[config.mk]
export PLATFORM = sky130hd
export DESIGN_NAME = bcd_updown_counter
export DESIGN_NICKNAME = d
export VERILOG_FILES = /design/src/rtl/bcd_updown_counter.sv
export SDC_FILE = /design/constraint.sdc
export NUM_CORES = 1
export LEC_CHECK = 0
export CORE_UTILIZATION = 45
export CTS_CLUSTER_DIAMETER = 60
export DETAILED_ROUTE_END_ITERATION = 6
export GPL_ROUTABILITY_DRIVEN = 1
export GPL_TIMING_DRIVEN = 1
export PLACE_DENSITY = 0.77
export RECOVER_POWER = 100
export SLEW_MARGIN = 20
export SYNTH_ARGS = -nofsm -noshare
export SYNTH_HDL_FRONTEND = slang
export SYNTH_SLANG_ARGS = --single-unit
[constraint.sdc]
create_clock -name clk -period 2 [get_ports clk]
set_clock_uncertainty 0.15 [all_clocks]
set_input_delay 0.3 -clock clk [delete_from_list [all_inputs] [get_ports clk]]
set_output_delay 0.3 -clock clk [all_outputs]
set_load 0.005 [all_outputs]
[src/rtl/bcd_updown_counter.sv]
// bcd_updown_counter: multi-digit BCD up/down counter with synchronous load,
// count enable and a combinational terminal-count output for cascading.
// Optional feature macro: BCD_SAT_EN (saturate at the limits instead of wrapping).
module bcd_updown_counter #(
  parameter int DIGITS = 4
) (
  input  logic                clk,
  input  logic                rst,
  input  logic                en,
  input  logic                up,
  input  logic                load,
  input  logic [4*DIGITS-1:0] load_val,
  output logic [4*DIGITS-1:0] count,
  output logic                tc,
  output logic                load_err
);

  localparam int W = 4 * DIGITS;

  logic [W-1:0] step_val;
  logic [W-1:0] next_step;
  logic [W-1:0] load_legal;
  logic         load_bad;
  logic         carry;
  logic         all_nines;
  logic         all_zero;
  logic         at_limit;

  // Decimal ripple step: the carry/borrow propagates upward only
  // through digits sitting at their wrap value (9 going up, 0 going down).
  always_comb begin
    step_val = count;
    carry    = 1'b1;
    for (int k = 0; k < DIGITS; k++) begin
      if (carry) begin
        if (up) begin
          if (count[4*k +: 4] == 4'd9) begin
            step_val[4*k +: 4] = 4'd0;
          end else begin
            step_val[4*k +: 4] = count[4*k +: 4] + 4'd1;
            carry              = 1'b0;
          end
        end else begin
          if (count[4*k +: 4] == 4'd0) begin
            step_val[4*k +: 4] = 4'd9;
          end else begin
            step_val[4*k +: 4] = count[4*k +: 4] - 4'd1;
            carry              = 1'b0;
          end
        end
      end
    end
  end

  // Limit detection shared by the terminal count and saturation.
  always_comb begin
    all_nines = 1'b1;
    all_zero  = 1'b1;
    for (int k = 0; k < DIGITS; k++) begin
      if (count[4*k +: 4] != 4'd9) all_nines = 1'b0;
      if (count[4*k +: 4] != 4'd0) all_zero  = 1'b0;
    end
    at_limit = (up & all_nines) | (~up & all_zero);
  end

  // Select the enabled-step value: wrap through, or hold at the limit.
  always_comb begin
`ifdef BCD_SAT_EN
    next_step = at_limit ? count : step_val;
`else
    next_step = step_val;
`endif
  end

  // Legalise the load value digit by digit; any digit above 9 loads as 0
  // and is flagged so the register can never hold a non-BCD digit.
  always_comb begin
    load_legal = '0;
    load_bad   = 1'b0;
    for (int k = 0; k < DIGITS; k++) begin
      if (load_val[4*k +: 4] > 4'd9) begin
        load_bad = 1'b1;
      end else begin
        load_legal[4*k +: 4] = load_val[4*k +: 4];
      end
    end
  end

  // Terminal count: high in the cycle whose edge wraps (or sits at) the limit.
  always_comb begin
    tc = en & ~load & ~rst & at_limit;
  end

  // Counter register with priority rst > load > en > hold.
  always_ff @(posedge clk) begin
    if (rst) begin
      count    <= '0;
      load_err <= 1'b0;
    end else if (load) begin
      count    <= load_legal;
      load_err <= load_bad;
    end else begin
      load_err <= 1'b0;
      if (en) count <= next_step;
    end
  end

endmodule

==> out/qor.yml, run 1 <==
outcome:
  status: "complete, no violations"
clock_tree:
  clock_latency_ns: 0.30
  clock_tree_buffer_depth: 2
  cts_hold_buf: 0
  root_buffer: "clkbuf_4"
  clock_sink_count: 17
  cts_max_level: 1
  cts.reportedPaths.clkPinSlew_ns: 0.11
  cts_tree: "yes"
  numCtsBuffers: 3
power:
  ir_drop_uv: 319
  finalPower_mw: 1.07
  power_per_standard_cell_area_nw_per_um2: 434
  lkg_pwr_nw: 0.913
synthesis:
  netlist-cell-type-count: 64
  synth-warning-count: 0
  edff_count_synth: 0
  synth.yosys.seq_area_share: 0.208
  syn_avg_cell_area_um2: 7.39
  synthesis_stage_register_bit_count: 17
  async_flop_share: 0
  nets_in_the_synthesized_netlist: 242
  netlist_instances: 221
  synth_area_um2: 1630
  synth_flop_cell: "dfxtp_1"
timing:
  slew_headroom: 0.691
  period_share: 0.973
  setup_violations: 0
  finalHoldWorstSlack_ns: 0.430
  timing.fmax_ghz: 0.514
  max_slew.worst_pin.slew_ns: 0.460
  timing.final.crit_period_ns: 1.95
  hold_violation_count_in_the_final_report: 0
  finalMaxSlewViolations: 0
global_routing:
  grt_pass1_wl_um: 8490
  groute.layer.met1.usage: 0.350
  first_global_vias: 1793
  met2_usage: 0.460
  number_of_antenna_violations_at_the_first_check_in_global_routing: 0
  grtUsageTotal: 0.272
  grt_start_max_net_pins: 20
  grt_util_met3: 0.0368
  globalRoute.busiestLayer: "met2"
  globalRoute.totalOverflow: 0
die:
  io_pins: 39
  starting_density: 0.478
  fp.dieW_um: 62.2
  placement_rows: 21
  core_um2: 3420
  fp.dieArea_um2: 3870
  die_h_um: 62.2
run:
  cap_violations: 0
drt:
  drc: 0
  wl_per_cell_um: 16.0
  ant_nets: 0
  drtIter0Drc: 222
  routed_wl_um: 5400
  vias: 2060
  dr.pass1.iters: 4
  avgViaCountPerCell: 6.09
final_layout:
  layout.nets: 314
  layout-area-overhead-vs-synth_pct: 50.6
  layout.core_utilization: 0.720
  final_std_cell_area_no_fill_um2: 2460
  final-instance-count-excl-fill: 338
  drive_gt1_frac: 0.260
  layout.cells.most_common_list: "buf_4 (46), clkdlybuf4s50_1 (33), o21ai_0 (18), nor2_1 (14), a21oi_1 (14)"
  num_antenna_cells: 0
  most_common_cell_after_layout_fill_and_taps_aside: "buf_4"
setup_path:
  cpPeakStageDelay_ns: 0.58
  worstPathRequired_ns: 2.04
  worst_path_max_delay_cell: "dlygate4sd3_1"
  critical_path.top_delay_family: "buffers and inverters"
  crit_fanout: 16
  path_cells: "dlygate4sd3_1, clkbuf_2, inv_1, buf_4, a21oi_1, nor4_1"
  crit_arrival_ns: 1.99
  crit_buf_inv: 4
  category_of_the_most_critical_setup_path: "primary input to register"
  type_of_element_capturing_the_critical_path: "register"
  worst_setup_path_start_kind: "primary input"
placed_design:
  dp_hpwl_um: 3680
  portBuffers: 38
  gp_congestion: 0.884
  dpl_cell_area_um2: 2320
  dpl.cell_count: 330
min_path:
  type_of_the_most_critical_hold_path: "primary input to register"
[metrics by stage]
stage               setup WS [ns]  TNS, ns
floorplan                   0.268        0
global placement           -0.320    -2.70
detailed placement         -0.350    -3.26
CTS                        0.0147        0
global route              -0.0249  -0.0249
finish                     0.0535        0
[power by group]
group,leakage (nW),total (mW),switching (mW),internal (mW)
combinational,0.757,0.483,0.230,0.253
sequential,0.142,0.382,0.0214,0.360
clock,0.0150,0.202,0.125,0.0776
total,0.913,1.07,0.376,0.691
[cells in the mapped netlist (all sizes together), types with 3 or more instances]
master   n  area, um2
xnor2    7       61.3
inv      8       30.0
a211o    3       26.3
and3     3       23.8
nor3     5       36.3
nor4    10       62.6
clkbuf  14       52.6
a31oi    7       43.8
buf     11       71.3
nor3b    3       33.8
nor2    15       58.8
nand2    6       22.5
o21ai   20        100
or3      3       18.8
nand2b   9       56.3
nand4    3       18.8
a221oi   3       26.3
dfxtp   17        340
a311oi   6       52.6
o21a     3       22.5
o211ai   3       27.5
nand3    7       35.0
a21oi   15       75.1
a211oi   3       22.5
[final timing paths]
path                                          endpoint  slack, ns  depth (start not counted)              startpoint
worst max-delay path            count[10]$_SDFFE_PP0P_       0.05                          6                    load
worst max register to register   count[8]$_SDFFE_PP0P_       0.10                          5   count[0]$_SDFFE_PP0P_
worst min-delay path             count[2]$_SDFFE_PP0P_       0.43                          3                      en
worst min register to register  count[11]$_SDFFE_PP0P_       0.53                          3  count[11]$_SDFFE_PP0P_
[per-layer routing]
| metal | routed length, um | part of all wire |
|---|---|---|
| met5 | 0 | 0 |
| met2 | 2540 | 0.47 |
| met4 | 94 | 0.017 |
| met1 | 2420 | 0.45 |
| met3 | 347 | 0.064 |
[sequential cells by signal (all words and copies together) (netlist names)]
signal    cells
load_err      1
count        16
[timing repair]
item | CTS | global route
endpoints found under the setup margin | 3 | 9
buffers inserted | 0 | 4
pin swaps | 2 | 3
resized for setup | 15 | 11
[worst reg2reg max path: stages (launching register included)]
cell and delay [ns]:
dfxtp_1 0.35, buf_4 0.16, nor3_4 0.29, o211ai_2 0.20
or3_1 0.38, a311oi_1 0.28
[logic make-up after synthesis]
group,synth area share
simple gates,0.275
flops,0.208
mux,0.00613
buf+inv,0.0943
xor+xnor,0.0483
compound gates,0.368
[final cells by class]
cell class | count | area [um2]
clock buffer | 4 | 26.3
fill | 266 | 957
inverter | 8 | 30.0
multi-input combinational | 171 | 1210
sequential | 17 | 345
tap | 46 | 57.6
timing repair buffer | 92 | 790
No activity file was read; power rests on OpenSTA's default activity.
==> inputs of run 2 (changes only) <==
- PLACE_DENSITY: 0.77 -> 0.83
==> out/qor.yml, run 2 (same netlist as run 1, synthesis figures left out) <==
clock_tree:
  numCtsBuffers: 3
  root_buffer: "clkbuf_4"
  cts_hold_buf: 0
  clock_latency_ns: 0.31
  cts.reportedPaths.clkPinSlew_ns: 0.12
  cts_tree: "yes"
  clock_sink_count: 17
  cts_max_level: 1
  clock_tree_buffer_depth: 2
drt:
  drc: 1
  avgViaCountPerCell: 6.06
  vias: 2011
  routed_wl_um: 5100
  ant_nets: 0
  dr.pass1.iters: 7
  wl_per_cell_um: 15.4
  drtIter0Drc: 128
final_layout:
  final-instance-count-excl-fill: 332
  largest_reg_flops: 16
  top_register: "count"
  layout.nets: 308
  drive_gt1_frac: 0.248
  layout.cells.most_common_list: "buf_4 (45), clkdlybuf4s50_1 (33), o21ai_0 (18), nor2_1 (14), a21oi_1 (14)"
  most_common_cell_after_layout_fill_and_taps_aside: "buf_4"
  largestRegisters: "count (16), load_err (1)"
  num_antenna_cells: 0
  layout-area-overhead-vs-synth_pct: 46.7
setup_path:
  crit_arrival_ns: 2.04
  cpPeakStageDelay_ns: 0.45
  critical-path-top-cell-by-count: "a31oi_1"
  category_of_the_most_critical_setup_path: "register to register"
  path_depth: 5
  critical_path.top_delay_family: "simple AND/OR/NAND/NOR gates"
  type_of_element_capturing_the_critical_path: "register"
  r2r-start: "count[4]$_SDFFE_PP0P_"
  timing.critical_path.from: "count[4]$_SDFFE_PP0P_"
  crit_buf_inv: 1
  r2r_end: "count[7]$_SDFFE_PP0P_"
  worstPathRequired_ns: 2.09
  path_cells: "buf_4, nor4_1, a31oi_1, or4_1, a31oi_1"
  reg2reg_setup_slack_ns: 0.05
  critical_path.endpoint: "count[7]$_SDFFE_PP0P_"
  crit_fanout: 7
  rr_worst_depth: 5
  worst_setup_path_start_kind: "register"
  worst_path_max_delay_cell: "nor4_1"
timing:
  period_share: 0.973
  timing.fmax_ghz: 0.514
  slew_headroom: 0.682
  max_slew.worst_pin.slew_ns: 0.473
  grt_setup_unrepaired: "yes"
  setup_violations: 0
  finalMaxSlewViolations: 0
  timing.final.crit_period_ns: 1.95
  setup_ws_ns: 0.0541
  hold_violation_count_in_the_final_report: 0
power:
  power_per_standard_cell_area_nw_per_um2: 439
  power.switching_fraction: 0.359
  lkg_pwr_nw: 0.878
  power_frac_seq: 0.363
  internal_power_mw: 0.674
  p_switching_mw: 0.377
  comb_power_share: 0.436
  clock_power_share: 0.201
  ir_drop_uv: 413
global_routing:
  first_global_vias: 1845
  number_of_antenna_violations_at_the_first_check_in_global_routing: 0
  globalRoute.totalOverflow: 0
  grt_pass1_wl_um: 8580
  grtUsageTotal: 0.270
  grt_start_max_net_pins: 21
min_path:
  worst_hold_startpoint: "load_val[8]"
  type_of_the_most_critical_hold_path: "primary input to register"
outcome:
  status: "finished with violations"
  violations: "design-rule violations"
run:
  cap_violations: 0
die:
  fp.dieArea_um2: 3870
  fp.dieW_um: 62.2
  core_um2: 3420
  io_pins: 39
  starting_density: 0.478
  placement_rows: 21
  die_h_um: 62.2
placed_design:
  gp_congestion: 0.971
  dpl.cell_count: 328
  dpl_worst_slack_ns: -0.345
  dp_hpwl_um: 3770
  portBuffers: 38
run 2: area by class of cell:
class / instances / area (um2)
multi-input combinational: 171 / 1200
timing repair buffer: 86 / 738
fill: 266 / 1020
clock buffer: 3 / 22.5
tap: 46 / 57.6
clock inverter: 1 / 5.00
sequential: 17 / 345
inverter: 8 / 30.0
run 2: routing by layer:
| layer | GRT usage | wire length, um |
|---|---|---|
| met5 | 0 | 0 |
| met4 | 0.0814 | 137 |
| met3 | 0.0515 | 525 |
| met2 | 0.427 | 2280 |
| met1 | 0.368 | 2160 |
run 2: power groups by stage:
stage          clock network, mW  registers, mW  logic (mW)
4_1_cts                    0.206          0.380       0.446
2_1_floorplan                  0          0.383       0.232
3_5_place_dp                   0          0.385       0.440
6_report                   0.211          0.382       0.458
3_3_place_gp                   0          0.384       0.432
5_1_grt                    0.225          0.384       0.496
run 2: what timing repair did:
| item | CTS | global route |
|---|---|---|
| gates resized for setup | 18 | 3 |
| pin swaps | 6 | 2 |
| setup endpoints to repair | 2 | 3 |
| setup buffers | 0 | 1 |
run 2: tightest hold or removal path, delay by kind of cell:
kind	cells	cell delay, ns
buffers and inverters	1	0.40
AO/OA/AOI/OAI	2	0.20
run 2: through the flow:
| step | util | power (mW) | hold slack, ns | setup TNS [ns] | area [um2] |
|---|---|---|---|---|---|
| floorplan | - | 0.615 | 0.327 | 0 | 1630 |
| global placement | 0.675 | 0.816 | 0.478 | -2.54 | 2310 |
| detailed placement | 0.675 | 0.824 | 0.485 | -3.03 | 2310 |
| CTS | 0.696 | 1.03 | 0.457 | 0 | 2380 |
| global route | 0.701 | 1.10 | 0.494 | -0.0496 | 2400 |
| finish | 0.701 | 1.05 | 0.463 | 0 | 2400 |
run 2: how the worst min path moves through the flow:
stage / end / slack [ns] / depth (start not counted)
after floorplan: count[7]$_SDFFE_PP0P_ / 0.33 / 2
after global placement: count[11]$_SDFFE_PP0P_ / 0.48 / 3
after detailed placement: count[11]$_SDFFE_PP0P_ / 0.48 / 3
after CTS: count[8]$_SDFFE_PP0P_ / 0.46 / 3
after global routing: count[0]$_SDFFE_PP0P_ / 0.49 / 3
final: count[8]$_SDFFE_PP0P_ / 0.46 / 3
==> inputs of run 3 (changes only) <==
- SLEW_MARGIN: 20 -> 10
==> results of run 3 <==
The final DEF is identical to that of run 2; final timing and power are the same.
